$ cat config.mk
export PLATFORM = sky130hd
export DESIGN_NAME = ram_burst_read_ctrl_flat
export DESIGN_NICKNAME = d
export VERILOG_FILES = /design/src/rtl/ram_burst_read_ctrl_if.sv /design/src/rtl/ram_burst_read_ctrl.sv /design/src/flat_wrapper.sv
export SDC_FILE = /design/constraint.sdc
export NUM_CORES = 1
export LEC_CHECK = 0
export ABC_AREA = 1
export BUFFER_PORTS_ARGS = -buffer_cell sky130_fd_sc_hd__buf_2
export CORE_ASPECT_RATIO = 0.9
export CORE_MARGIN = 2
export CORE_UTILIZATION = 50
export DETAILED_ROUTE_END_ITERATION = 10
export GPL_TIMING_DRIVEN = 0
export PLACE_DENSITY_LB_ADDON = 0.08
export SYNTH_ARGS = -nofsm -noshare
export SYNTH_HDL_FRONTEND = slang
export SYNTH_SLANG_ARGS = --single-unit
$ cat constraint.sdc
create_clock -name clk -period 6.83 [get_ports clk]
set_input_delay 0.3415 -clock clk [delete_from_list [all_inputs] [get_ports clk]]
set_output_delay 0.3415 -clock clk [all_outputs]
set_load 0.03 [all_outputs]
$ cat src/rtl/ram_burst_read_ctrl_if.sv
// RAM burst read port plus the valid/ready burst stream toward the consumer.
// The controller drives the master side; RAM model and consumer form the slave side.
interface ram_burst_read_ctrl_if #(
   parameter int WIDTH     = 8,
   parameter int BURST_LEN = 4,
   parameter int DEPTH     = 1024
);
   localparam int DEPTH_BITS = $clog2(DEPTH);
   localparam int DATA_W     = BURST_LEN * WIDTH;

   logic                  ram_read_en;
   logic [DEPTH_BITS-1:0] ram_read_address;
   logic [DATA_W-1:0]     ram_read_data;
   logic                  m_valid;
   logic                  m_ready;
   logic [DATA_W-1:0]     m_data;
   logic                  m_last;

   modport master (
      output ram_read_en, ram_read_address, m_valid, m_data, m_last,
      input  ram_read_data, m_ready
   );

   modport slave (
      input  ram_read_en, ram_read_address, m_valid, m_data, m_last,
      output ram_read_data, m_ready
   );
endinterface

$ cat src/rtl/ram_burst_read_ctrl.sv
// Burst read controller: streams num_bursts RAM bursts starting at base_addr
// through a credit-limited output FIFO to a valid/ready consumer.
module ram_burst_read_ctrl #(
   parameter int  WIDTH      = 8,
   parameter int  BURST_LEN  = 4,
   parameter int  DEPTH      = 1024,
   parameter int  FIFO_DEPTH = 4,
   localparam int DEPTH_BITS = $clog2(DEPTH)
) (
   input  logic                  clk,
   input  logic                  reset,
   input  logic                  start,
   input  logic [DEPTH_BITS-1:0] base_addr,
   input  logic [DEPTH_BITS-1:0] num_bursts,
   output logic                  busy,
   output logic                  done,
   ram_burst_read_ctrl_if.master bus
);
   localparam int DATA_W = BURST_LEN * WIDTH;
   localparam int PTR_W  = $clog2(FIFO_DEPTH);
   localparam int CNT_W  = PTR_W + 1;
   localparam int CRED_W = PTR_W + 3;

   typedef enum logic [1:0] {IDLE = 2'd0, RUN = 2'd1, DRAIN = 2'd2, DONE = 2'd3} state_t;

   state_t                state_q, state_d;
   logic [DEPTH_BITS-1:0] num_q, num_d, issued_q, issued_d, pushed_q, pushed_d;
   logic [DEPTH_BITS-1:0] addr_q, addr_d, next_addr_q, next_addr_d;
   logic                  rd_en_q, rd_en_d, stage1_q, stage1_d, stage2_q, stage2_d;
   logic                  busy_q, busy_d, done_q, done_d;
   logic [DATA_W:0]       fifo_q [FIFO_DEPTH];
   logic [DATA_W:0]       fifo_d [FIFO_DEPTH];
   logic [PTR_W-1:0]      wr_ptr_q, wr_ptr_d, rd_ptr_q, rd_ptr_d;
   logic [CNT_W-1:0]      count_q, count_d;
   logic                  issue_s, push_s, pop_s, push_last_s, m_valid_s;
   logic [CRED_W-1:0]     outstanding_s;

   function automatic logic [DEPTH_BITS-1:0] next_burst_addr(input logic [DEPTH_BITS-1:0] a);
      logic [DEPTH_BITS:0] sum;
      sum = {1'b0, a} + (DEPTH_BITS+1)'(BURST_LEN);
      if (sum >= (DEPTH_BITS+1)'(DEPTH)) begin
         sum = sum - (DEPTH_BITS+1)'(DEPTH);
      end
      return sum[DEPTH_BITS-1:0];
   endfunction

   assign m_valid_s   = (count_q != '0);
   assign pop_s       = m_valid_s & bus.m_ready;
   assign push_s      = stage2_q;
   assign push_last_s = (pushed_q == (num_q - DEPTH_BITS'(1)));
   // Every issued read already owns a FIFO slot; a pop this cycle frees one early.
   assign outstanding_s = CRED_W'(count_q) + CRED_W'(rd_en_q) + CRED_W'(stage1_q)
                        + CRED_W'(stage2_q) - CRED_W'(pop_s);

   // Job sequencing: latch the job, pace read issue on FIFO credit, close out.
   always_comb begin
      state_d     = state_q;
      num_d       = num_q;
      issued_d    = issued_q;
      addr_d      = addr_q;
      next_addr_d = next_addr_q;
      issue_s     = 1'b0;
      case (state_q)
         IDLE: begin
            if (start) begin
               if (num_bursts != '0) begin
                  state_d     = RUN;
                  num_d       = num_bursts;
                  issue_s     = 1'b1;
                  issued_d    = DEPTH_BITS'(1);
                  addr_d      = base_addr;
                  next_addr_d = next_burst_addr(base_addr);
               end else begin
                  state_d = DONE;
                  num_d   = '0;
               end
            end else begin
               state_d = IDLE;
            end
         end
         RUN: begin
            if (issued_q == num_q) begin
               state_d = DRAIN;
            end else if (outstanding_s < CRED_W'(FIFO_DEPTH)) begin
               issue_s     = 1'b1;
               issued_d    = issued_q + DEPTH_BITS'(1);
               addr_d      = next_addr_q;
               next_addr_d = next_burst_addr(next_addr_q);
            end else begin
               state_d = RUN;
            end
         end
         DRAIN: begin
            if (!rd_en_q && !stage1_q && !stage2_q && (count_q == '0)) begin
               state_d = DONE;
            end else begin
               state_d = DRAIN;
            end
         end
         DONE:    state_d = IDLE;
         default: state_d = IDLE;
      endcase
      rd_en_d  = issue_s;
      stage1_d = rd_en_q;
      stage2_d = stage1_q;
      busy_d   = (state_d != IDLE);
      done_d   = (state_q == DONE);
   end

   // Output FIFO bookkeeping; each entry carries its burst plus the job-final flag.
   always_comb begin
      fifo_d = fifo_q;
      if (push_s) begin
         fifo_d[wr_ptr_q] = {push_last_s, bus.ram_read_data};
         wr_ptr_d         = wr_ptr_q + PTR_W'(1);
      end else begin
         wr_ptr_d = wr_ptr_q;
      end
      if (pop_s) begin
         rd_ptr_d = rd_ptr_q + PTR_W'(1);
      end else begin
         rd_ptr_d = rd_ptr_q;
      end
      case ({push_s, pop_s})
         2'b10:   count_d = count_q + CNT_W'(1);
         2'b01:   count_d = count_q - CNT_W'(1);
         default: count_d = count_q;
      endcase
      if (state_q == IDLE) begin
         pushed_d = '0;
      end else if (push_s) begin
         pushed_d = pushed_q + DEPTH_BITS'(1);
      end else begin
         pushed_d = pushed_q;
      end
   end

   // Control and pipeline registers; reset drops any reads still in flight.
   always_ff @(posedge clk) begin
      if (reset) begin
         state_q     <= IDLE;
         num_q       <= '0;
         issued_q    <= '0;
         pushed_q    <= '0;
         addr_q      <= '0;
         next_addr_q <= '0;
         rd_en_q     <= 1'b0;
         stage1_q    <= 1'b0;
         stage2_q    <= 1'b0;
         busy_q      <= 1'b0;
         done_q      <= 1'b0;
         wr_ptr_q    <= '0;
         rd_ptr_q    <= '0;
         count_q     <= '0;
      end else begin
         state_q     <= state_d;
         num_q       <= num_d;
         issued_q    <= issued_d;
         pushed_q    <= pushed_d;
         addr_q      <= addr_d;
         next_addr_q <= next_addr_d;
         rd_en_q     <= rd_en_d;
         stage1_q    <= stage1_d;
         stage2_q    <= stage2_d;
         busy_q      <= busy_d;
         done_q      <= done_d;
         wr_ptr_q    <= wr_ptr_d;
         rd_ptr_q    <= rd_ptr_d;
         count_q     <= count_d;
      end
   end

   // FIFO storage; contents are only observed through the count, so no reset.
   always_ff @(posedge clk) begin
      fifo_q <= fifo_d;
   end

   assign busy                 = busy_q;
   assign done                 = done_q;
   assign bus.ram_read_en      = rd_en_q;
   assign bus.ram_read_address = addr_q;
   assign bus.m_valid          = m_valid_s;
   assign bus.m_data           = fifo_q[rd_ptr_q][DATA_W-1:0];
   assign bus.m_last           = m_valid_s & fifo_q[rd_ptr_q][DATA_W];
endmodule

$ cat src/flat_wrapper.sv
// flat-port wrapper written by rule: the top's interface ports become plain ports
module ram_burst_read_ctrl_flat 
#(
   parameter int  WIDTH      = 8,
   parameter int  BURST_LEN  = 4,
   parameter int  DEPTH      = 1024,
   parameter int  FIFO_DEPTH = 4,
   localparam int DEPTH_BITS = $clog2(DEPTH)
)
  (clk, reset, start, base_addr, num_bursts, busy, done, bus_ram_read_en, bus_ram_read_address, bus_m_valid, bus_m_data, bus_m_last, bus_ram_read_data, bus_m_ready);
  ram_burst_read_ctrl_if #(.WIDTH(WIDTH), .BURST_LEN(BURST_LEN), .DEPTH(DEPTH)) bus_i ();
  input  logic clk;
  input  logic reset;
  input  logic start;
  input  logic [DEPTH_BITS-1:0] base_addr;
  input  logic [DEPTH_BITS-1:0] num_bursts;
  output logic busy;
  output logic done;
  output wire logic [$bits(bus_i.ram_read_en)-1:0] bus_ram_read_en;
  output wire logic [$bits(bus_i.ram_read_address)-1:0] bus_ram_read_address;
  output wire logic [$bits(bus_i.m_valid)-1:0] bus_m_valid;
  output wire logic [$bits(bus_i.m_data)-1:0] bus_m_data;
  output wire logic [$bits(bus_i.m_last)-1:0] bus_m_last;
  input wire logic [$bits(bus_i.ram_read_data)-1:0] bus_ram_read_data;
  input wire logic [$bits(bus_i.m_ready)-1:0] bus_m_ready;
  assign bus_ram_read_en = bus_i.ram_read_en;
  assign bus_ram_read_address = bus_i.ram_read_address;
  assign bus_m_valid = bus_i.m_valid;
  assign bus_m_data = bus_i.m_data;
  assign bus_m_last = bus_i.m_last;
  assign bus_i.ram_read_data = bus_ram_read_data;
  assign bus_i.m_ready = bus_m_ready;
  ram_burst_read_ctrl #(.WIDTH(WIDTH), .BURST_LEN(BURST_LEN), .DEPTH(DEPTH), .FIFO_DEPTH(FIFO_DEPTH)) u_core (.clk(clk), .reset(reset), .start(start), .base_addr(base_addr), .num_bursts(num_bursts), .busy(busy), .done(done), .bus(bus_i));
endmodule
## After elaboration in Yosys (flattened, before gate mapping)

Index checks and enable logic that the tools add are counted.

| cells by class | value |
|---|---|
| $add $sub $neg | 15 |
| order comparisons | 6 |
| eq/ne operators | 11 |
| mux-type cells | 36 |
| bitwise operators | 4 |
| reduce and logical (&&, ||, !) cells | 17 |

Operators with widths:

| cell | number |
|---|---|
| 2-to-1 mux 10 bit | 15 |
| bitwise mux 132 bit | 1 |
| 2-to-1 mux 33 bit | 3 |
| binary-select mux 33 bit (select 2 bit) | 1 |
| demux 33 bit (select 2 bit) | 1 |
| case mux 10 bit (2 select lines) | 3 |
| subtractor 10 x 1 -> 10 bit, second input constant | 3 |
| adder 10 x 3 -> 11 bit, second input constant | 2 |
| >= comparator 11 bit, second input constant | 2 |
| adder 10 x 1 -> 10 bit, second input constant | 2 |
| == test 10 bit | 2 |
| adder 5 x 1 -> 5 bit | 2 |
| nonzero test 10 bit | 1 |
| 2-to-1 mux 2 bit | 4 |
| case mux 2 bit (4 select lines) | 1 |
| == test 2 bit, second input constant | 3 |
| >= comparator 3 bit, second input constant | 2 |
| NOT 2 -> 3 bit | 2 |
| case mux 3 bit (2 select lines) | 1 |
| nonzero test 2 bit | 3 |
| < comparator 5 x 3 -> 1 bit, second input constant | 1 |
| 2-to-1 mux 1 bit | 5 |
| AND reduction 5 bit | 1 |
| subtractor 5 x 1 -> 5 bit | 1 |
| other kinds (17) | 27 |

| storage, ports and cells | value |
|---|---|
| bits in registers | 196 |
| bits of input ports | 56 |
| output and inout port bits | 47 |
| word-level logic and storage cells | 107 |

## Longest topological paths before layout

| depth | value |
|---|---|
| word-level depth | 9 |
| mapped depth | 21 |
| depth with buffers taken out | 20 |

## Worst setup path before layout

Ideal clock, no wire load.

| path | value |
|---|---|
| path kind | reg-to-reg |
| from | register u_core.count_q[2] |
| to | register u_core.addr_q[8], in the netlist u_core.bus.ram_read_address[8] |
| library setup time | 0.113 ns |
| arrival time | 2.565 ns |
| required time | 6.717 ns |
| slack | 4.153 ns |
| stages on the path, launching flop included | 19 |
| path buffers | 1 |
| clock period less this slack | 2.677 ns |
| cell sequence | dfxtp_1 > nor3_1 > inv_1 > nand2_1 > inv_1 > ha_1 > inv_1 > ha_1 > nand2_1 > nand2_1 > nand2_1 > nand2_1 > o21ai_0 > nand4_4 > nand2_4 > inv_4 > buf_6 > nor2_1 > nor2_1 |

| on the way | value |
|---|---|
| elaborated cells on any way between the ends | 9 |
| classes of those cells | 4 x add/sub; 1 x order compare; 1 x eq/ne; 1 x bitwise; 2 x reduce/logical |

RTL lines:

| element | RTL line | text |
|---|---|---|
| start, declared | ram_burst_read_ctrl.sv:34 | `logic [CNT_W-1:0] count_q, count_d;` |
| start signal, assigned | ram_burst_read_ctrl.sv:169 | `count_q <= count_d;` |
| nonzero test 3 bit | ram_burst_read_ctrl.sv:47 | `assign m_valid_s = (count_q != '0);` |
| via bus_m_valid | flat_wrapper.sv:21 | `output wire logic [$bits(bus_i.m_valid)-1:0] bus_m_valid;` |
| AND 1 bit | ram_burst_read_ctrl.sv:48 | `assign pop_s = m_valid_s & bus.m_ready;` |
| via u_core.pop_s | ram_burst_read_ctrl.sv:35 | `logic issue_s, push_s, pop_s, push_last_s, m_valid_s;` |
| subtractor 5 x 1 -> 5 bit | ram_burst_read_ctrl.sv:53 | `+ CRED_W'(stage2_q) - CRED_W'(pop_s);` |
| < comparator 5 x 3 -> 1 bit | ram_burst_read_ctrl.sv:84 | `end else if (outstanding_s < CRED_W'(FIFO_DEPTH)) begin` |
| inequality test 2 x 1 -> 1 bit (no line) | - |  |
| AND reduction 5 bit (no line) | - |  |
| end signal, assigned | ram_burst_read_ctrl.sv:160 | `addr_q <= addr_d;` |
| end, declared | ram_burst_read_ctrl.sv:28 | `logic [DEPTH_BITS-1:0] addr_q, addr_d, next_addr_q, next_addr_d;` |

The timed path passes the listed nets, and every way through them passes these cells.
A chain may end at the register's enable or synchronous reset.

## Final worst setup path

| path | value |
|---|---|
| from | register u_core.count_q[2] |
| to | register u_core.next_addr_q[4] |

| on the way | value |
|---|---|
| elaborated cells on any way between the ends | 9 |
| classes of those cells | 4 x add/sub; 1 x order compare; 1 x eq/ne; 1 x bitwise; 2 x reduce/logical |

RTL lines:

| element | RTL line | text |
|---|---|---|
| nonzero test 3 bit | ram_burst_read_ctrl.sv:47 |  |
| AND 1 bit | ram_burst_read_ctrl.sv:48 |  |
| via u_core.pop_s | ram_burst_read_ctrl.sv:35 |  |
| subtractor 5 x 1 -> 5 bit | ram_burst_read_ctrl.sv:53 |  |
| < comparator 5 x 3 -> 1 bit | ram_burst_read_ctrl.sv:84 |  |
| inequality test 2 x 1 -> 1 bit (no line) | - |  |
| AND reduction 5 bit (no line) | - |  |
| end signal, assigned | ram_burst_read_ctrl.sv:161 | `next_addr_q <= next_addr_d;` |
| end, declared | ram_burst_read_ctrl.sv:28 |  |

The timed path passes the listed nets, and every way through them passes these cells.

==> flow_summary.toml <==
[clock_network]
cts_root_buf = "clkbuf_16"
clock-sinks = 196
tritoncts = "built"
clkLatencyLatePin_ns = 0.44
cts-htree-levels = 4
cts_hold_buf = 0
cts_resized = 0
clkTransAtPathRegs_ns = 0.07
clock_path_buffers = 2
cts_setup_buffers = 0
cts_made_buffers = 17

[sta]
worst_pin_slew_ns = 0.868
final_max_slew_viol_count = 0
layout_setup_ws_ns = 3.86
max_freq_mhz = 336
period_share_pct = 43.6
hold_violations = 0
skew_ns = 0.0191
setup-tns-final_ns = 0
setup_viol_count_final = 0
post-route-min-period_ns = 2.97
hold_ws_ns = 0.111
rsz0062_at_grt = "false"
relSlewSlack_pct = 42.0

[power_and_ir_drop]
power_leakage_nw = 3.87
power_density_nw_per_um2 = 348
power_mw = 3.44
vdd.ir_drop.worst_mv = 0.228

[logic_synthesis]
yosysMostFrequentCell = "nor2_1"
synth.area.top_cells = "edfxtp_1 (46%), dfxtp_1 (15%), nor2_1 (6.7%), nand2_1 (5.5%), o21ai_0 (4.9%)"
synthCells = 860
synth-edff-count = 132
synth_fp_nets = 932
synth_area_leader_cell = "edfxtp_1"
syn_area_um2 = 8530
syn_avg_cell_area_um2 = 9.92
ys_seq_area_share_pct = 61.5
ys_seq_elements = 196
ys_types = 37
netlist.area_leader.share_pct = 46.5
yosys_warnings = 0
synth_common_cells = "nor2_1 (153), edfxtp_1 (132), nand2_1 (124), o21ai_0 (84), inv_1 (67)"
ys_async_sr_fraction_pct = 0
synthFlopType = "edfxtp_1"

[run]
max_cap_viol_count = 0

[place]
pre_cts_ws_ns = 3.86
hpwlAfterDp_um = 12500
numPortBuffers = 101
gp_congestion = 0.847

[final_layout]
drive_gt1_share_pct = 16.2
fillers = 1459
synthToLayoutAreaGrowth_pct = 15.9
register_area_um2 = 5250
multi_input_area_um2 = 2840
fin_util_pct = 58.9
nNetsFinal = 1052
n_antenna_cell = 0

[floorplanning]
die_x_um = 142
die_h_um = 128
die-area_um2 = 18100
core_area_um2 = 16800
start_util_pct = 50.8
std_cell_rows = 45
ios = 103

[worst_setup_path]
slowest_stage = "dfxtp_1"
worst_path_largest_cell_delay_ns = 0.36
crit_path_end_kind = "flop"
cp-start-kind = "flop"
crit_family = "simple AND/OR/NAND/NOR gates"
critPathArrivalTime_ns = 3.30
path_max_fanout = 10
required_ns = 7.15
cp_common_cell = "nand2_1"
crit_chain = "nor3_1 -> inv_1 -> nand2_1 -> inv_1 -> ha_1 -> inv_1 -> ha_1 -> nand2_1 -> nand2_1 -> nand2_1 -> nand2_1 -> o21ai_0 -> nand4_4 -> nand2_4 -> buf_6 -> nand2_1 -> nand2_1 -> nor2_1"
cp_num_buf_inv = 4
path_class = "reg -> reg"

[global_routing]
grt_pass1_wl_um = 30000
grt_usage_pct = 21.6
grt_max_degree = 34
overflow = 0
first_global_vias = 5866
grt_antenna_before_repair = 0

[worst_hold_path]
hold_path.class = "in -> reg"

[routing]
dr.pass1.iters = 4
routed_via_density = 5.22
first_iter_violations = 380
drc = 0
vias = 6285
drt_wl_total_um = 19100
detail_route.wl_per_cell_um = 15.8
ant_nets = 0

[outcome]
status = "finished, final reports clean"
worst paths after layout:
check / slack (ns) / from / end / depth (start not counted)
max reg2reg: 3.86 / u_core.count_q[2] / u_core.next_addr_q[4] / 18
min: 0.11 / bus_ram_read_data[18] / u_core.fifo_q[117] / 1
min reg2reg: 0.45 / u_core.next_addr_q[0] / u_core.next_addr_q[0] / 2
max: 3.86 / u_core.count_q[2] / u_core.next_addr_q[4] / 18
per-layer routing:
metal | part of all wire [%] | GRT usage (%)
met4 | 1.9 | 6.47
met5 | 0 | 0
met1 | 46 | 29.1
met3 | 5.0 | 4.63
met2 | 47 | 35.4
where the power goes:
part           switching (mW)  total (mW)  internal (mW)  leakage (nW)
Sequential             0.0455        1.38           1.33          1.71
Clock                   0.465       0.985          0.520         0.289
Combinational           0.760        1.08          0.319          1.87
Total                    1.27        3.44           2.17          3.87
stage by stage:
step | std cells | instance area (um2)
6_report | 1204 | 9880
5_1_grt | 1204 | 9880
4_1_cts | 1204 | 9880
3_5_place_dp | 1172 | 9300
3_3_place_gp | 1172 | 9300
2_1_floorplan | 860 | 8530
area by class of cell:
type                    count  share of cell area, %
clock buffers              17                   4.30
flip-flops and latches    196                   53.1
repair buffers            101                   5.11
clock inverters            15                   1.60
plain buffers              37                   1.79
well taps                 211                   2.67
multi-input cells         556                   28.7
inverters                  71                   2.72
worst register-to-register path: stages, from the launching register on:
cell and delay, ns:
dfxtp_1 0.36, nor3_1 0.29, inv_1 0.20, nand2_1 0.11, inv_1 0.06, ha_1 0.33, inv_1 0.09, ha_1 0.27
nand2_1 0.06, nand2_1 0.04, nand2_1 0.05, nand2_1 0.08, o21ai_0 0.29, nand4_4 0.18, nand2_4 0.13, buf_6 0.15
nand2_1 0.06, nand2_1 0.08, nor2_1 0.06
logic make-up (layout without fill, tap and decap cells):
family          Yosys count  after routing  synth area share (%)
compound gates          161            161                  10.2
xor+xnor                 30             30                  3.08
fa+ha+maj                16             16                  2.43
buf+inv                 108            241                  5.22
flops                   196            196                  61.5
mux                       2              2                 0.249
simple gates            347            347                  17.3
placed cells by master, fill, tap and decap left out, types with 17 or more instances in the layout:
cell type,count
edfxtp_1,132
clkbuf_1,28
xor2_1,26
a21oi_1,34
nand2_1,124
inv_1,63
clkbuf_16,17
nor2_1,153
dfxtp_1,64
buf_2,104
o22ai_1,33
o21ai_0,84
nand3_1,33
sequential cells by signal, indices dropped and copies added (netlist names), 3 cells and up:
register                     count
u_core.next_addr_q              10
u_core.fifo_q                  132
u_core.issued_q                 10
u_core.count_q                   3
u_core.bus.ram_read_address     10
u_core.num_q                    10
u_core.pushed_q                 10
No activity file was read; power rests on OpenSTA's default activity.
